**src/rtl/ring_counter_scanner.sv**
```systemverilog
// One-hot 3-slot scan generator with per-slot prescaler, slot index and wrap strobe.
// Optional dead-time blanking of ring_counter: define RING_COUNTER_SCANNER_BLANKING_EN.
module ring_counter_scanner #(
   parameter int unsigned DIVIDER = 4
) (
   input  logic       clock,
   input  logic       reset_n,
   input  logic       enable,
   input  logic       restart,
   output logic [2:0] ring_counter,
   output logic [1:0] slot,
   output logic       wrap
);

   localparam int unsigned CW = (DIVIDER > 1) ? $clog2(DIVIDER) : 1;
   localparam logic [CW-1:0] LAST = CW'(DIVIDER - 1);

   logic [CW-1:0] count;
   logic [CW-1:0] count_nxt;
   logic [2:0]    ring;
   logic [2:0]    ring_nxt;
   logic [1:0]    slot_nxt;
   logic          wrap_nxt;
   logic          legal;

   assign legal = ((ring == 3'b001) || (ring == 3'b010) || (ring == 3'b100))
                  && (slot != 2'd3);

   always_comb begin
      count_nxt = count;
      ring_nxt  = ring;
      slot_nxt  = slot;
      wrap_nxt  = 1'b0;
      if (restart || !legal) begin
         count_nxt = '0;
         ring_nxt  = 3'b001;
         slot_nxt  = 2'd0;
      end else if (enable) begin
         if (count == LAST) begin
            count_nxt = '0;
            ring_nxt  = {ring[1:0], ring[2]};
            slot_nxt  = (slot == 2'd2) ? 2'd0 : slot + 2'd1;
            wrap_nxt  = (slot == 2'd2);
         end else begin
            count_nxt = count + CW'(1);
         end
      end
   end

   always_ff @(posedge clock) begin
      if (!reset_n) begin
         count <= '0;
         ring  <= 3'b001;
         slot  <= 2'd0;
         wrap  <= 1'b0;
      end else begin
         count <= count_nxt;
         ring  <= ring_nxt;
         slot  <= slot_nxt;
         wrap  <= wrap_nxt;
      end
   end

`ifdef RING_COUNTER_SCANNER_BLANKING_EN
   // Blank flag is registered from next-state count so the output never glitches.
   localparam bit BLANK_OK = (DIVIDER > 1);

   logic blank;
   logic blank_nxt;

   assign blank_nxt = BLANK_OK && (count_nxt == LAST);

   always_ff @(posedge clock) begin
      if (!reset_n) begin
         blank <= 1'b0;
      end else begin
         blank <= blank_nxt;
      end
   end

   assign ring_counter = blank ? 3'b000 : ring;
`else
   assign ring_counter = ring;
`endif

endmodule

```
**config.mk**
```make
export PLATFORM = sky130hd
export DESIGN_NAME = ring_counter_scanner
export DESIGN_NICKNAME = d
export VERILOG_FILES = /design/src/rtl/ring_counter_scanner.sv
export SDC_FILE = /design/constraint.sdc
export NUM_CORES = 1
export LEC_CHECK = 0
export ABC_AREA = 0
export CAP_MARGIN = 20
export CORE_AREA = 2 2 39 41
export CTS_CLUSTER_SIZE = 10
export DETAILED_ROUTE_END_ITERATION = 8
export DIE_AREA = 0 0 41 43
export RECOVER_POWER = 50
export SYNTH_ARGS = -nofsm -noshare
export SYNTH_HDL_FRONTEND = slang
export SYNTH_SLANG_ARGS = --single-unit
```
**constraint.sdc**
```tcl
create_clock -name clock -period 1.6 [get_ports clock]
set_input_delay 0.24 -clock clock [delete_from_list [all_inputs] [get_ports clock]]
set_output_delay 0.24 -clock clock [all_outputs]
set_load 0.005 [all_outputs]
```
==> run_results.csv <==
group,metric,value,unit
worst_setup_path,worst_setup_path_end_kind,"output port",
layout,stdcell_count,69,
layout,areaGrowthSynthToFinish,34.81,%
worst_setup_path,critical-path-top-delay-family,"buffers and inverters",
cts,post_cts_resized,0,
sta,tightest_slew,0.5163,ns
synth,synth_area_leaders,"dfxtp_1, mux2i_1, nand4b_1, a211oi_1, and2b_1",
cts,cts.sinks,8,
layout,mostFrequentLayoutCell,"clkdlybuf4s50_1",
die,dieWidth,41,µm
placed_design,place_ws,0.1253,ns
die,io_pins,10,
global_routing,antenna_found_initial,0,
sta,relSlewSlack,0.6555,
placed_design,place_area,520.5,µm²
synth,ys_ff_latch,8,
cts,cts_made_buffers,3,
power_and_ir_drop,leakagePower,0.2105,nW
sta,post-route-min-period,1.489,ns
synth,netlist.area_leader.share,0.4051,
worst_setup_path,crit_arrival,1.25,ns
cts,clk_latency,0.25,ns
min_path,hold_path_class,"flop to flop",
die,fp.coreArea,0.001384,mm²
sta,clock_skew,0.0001580,ns
synth,syn_inst,39,
global_routing,gr-usage-met2,0.1438,
placed_design,routabilityCongestion,0.7051,
detailed_routing,vias,330,
worst_setup_path,startpoint_type,"flop",
sta,setup_viol,0,
global_routing,use_met1,0.1429,
layout,layout_common_cells,"clkdlybuf4s50_1, dfxtp_1, nor2_1",
worst_setup_path,cpPeakStageDelay,0.55,ns
sta,whs,0.4998,ns
placed_design,io_buffers,9,
detailed_routing,drc,0,
layout,postLayoutCellArea,533.0,µm²
global_routing,grt.total_usage,0.1118,
sta,hold_violations,0,
cts,postCtsSetupBuffers,0,
global_routing,overflow,0,
layout,fill_cells,149,
detailed_routing,first_pass_iters,3,
synth,yosysTopAreaCell,"dfxtp_1",
placed_design,dp_hpwl,543.8,µm
cts,hold_buffers,0,
sta,layout_setup_ws,0.1106,ns
cts,cts_tree,"yes",
synth,ys_seq_area_frac,0.4051,
layout,seq_area,160.2,µm²
detailed_routing,wl,747,µm
synth,synth_flop_cell,"dfxtp_1",
layout,drive_above_1_share,0.1509,
worst_setup_path,crit_path_top_delay_cell,"clkdlybuf4s50_1",
cts,htreeDepth,1,
global_routing,grt_max_degree,9,
synth,async_flop_share,0,
outcome,status,"finished, final reports clean",
global_routing,grt_pass1_wl,1269,µm
detailed_routing,final_antenna_net_count,0,
layout,fin_nets,60,
synth,syn_nets,44,
global_routing,gr-max-usage-layer,"met2",
sta,fin_crit_sh,0.9309,
run,max_cap_violations,0,
sta,finalSetupTns,0,ns
die,start_util,0.2857,
sta,max_freq,0.6714,GHz
synth,synth-edff-count,0,
sta,rsz0062_at_grt,"no",
sta,final_max_slew_viol_count,0,
synth,synth.avg_cell_area,10.14,µm²
power_and_ir_drop,p_per_area,707.5,mW/mm²
layout,antennaDiodeCount,0,
cts,clkSlewWorstSetupHoldPaths,0.05,ns
cts,root_buffer,"clkbuf_4",
detailed_routing,vias_per_cell,4.783,
synth,syn_area,395.4,µm²
cts,clock_path_buffers,2,
worst_setup_path,worstSetupPathType,"flop to output port",
synth,yosysWarnings,0,
placed_design,dp_cells,66,
die,num_rows,14,
power_and_ir_drop,power,377.1,µW
global_routing,use_met3,0.03141,
layout,fin_util,0.3852,
synth,yosysUniqueCellTypes,21,
worst_setup_path,worstPathCellList,"clkdlybuf4s50_1",
detailed_routing,wl_per_cell,10.83,µm
worst_setup_path,worstPathRequired,1.36,ns
die,dieArea,0.001763,mm²
detailed_routing,drt_first_iter_violations,7,
layout,multi_input_area,221.5,µm²
global_routing,grt_pass1_vias,311,
worst_setup_path,cp_max_fo,8,
worst_setup_path,worst-path-buf-inv,1,
die,fp.dieH,43,µm
power_and_ir_drop,ir_drop,364.0,µV
cells by family after synthesis:
family                   synth area share
adder cells (fa/ha/maj)           0.03164
flip-flops                         0.4051
XOR/XNOR                          0.02216
buffers and inverters             0.01899
AO/OA/AOI/OAI                      0.1360
multiplexers                      0.07595
AND/OR/NAND/NOR                    0.3101
report_power, final:
group	switching (mW)	internal, mW	total, mW
combinational	0.00956	0.0131	0.0226
clock	0.0665	0.0857	0.152
sequential	0.00120	0.201	0.202
total	0.0773	0.300	0.377
routing by layer:
layer,wire [µm],share of wire,vias up
met2,345,0.46,5
met1,367,0.49,151
met3,28,0.037,2
met4,6,0.0080,0
li1,-,-,172
met5,0,0,-
final cells by class:
class	instances	area share
multi-input cells	30	0.4155
flip-flops and latches	8	0.3005
repair buffers	12	0.2042
clock buffers	3	0.04225
well taps	16	0.03756
flip-flops by register name, summed over array words and instances, names as in the netlist:
name and flops:
wrap 1, ring_counter 3, slot 2, count 2
worst paths after layout:
kind / slack, ns / cells past startpoint / start / to
max: 0.11 / 1 / ring_counter[1]$_SDFFE_PP0P_ / ring_counter[1]
min: 0.50 / 2 / count[1]$_SDFFE_PP0P_ / count[1]$_SDFFE_PP0P_
max reg2reg: 0.19 / 5 / count[0]$_SDFFE_PP0P_ / ring_counter[0]$_SDFFE_PP1P_
min reg2reg: 0.50 / 2 / count[1]$_SDFFE_PP0P_ / count[1]$_SDFFE_PP0P_
synthesized netlist by cell type, types with 2 or more instances:
cell and number:
nand4b_1 2, mux2i_1 3, dfxtp_1 8, and2b_1 2
nand2_1 3, a211oi_1 2, nor2_1 4, a21oi_1 2
Power figures use the tool's default switching activity.
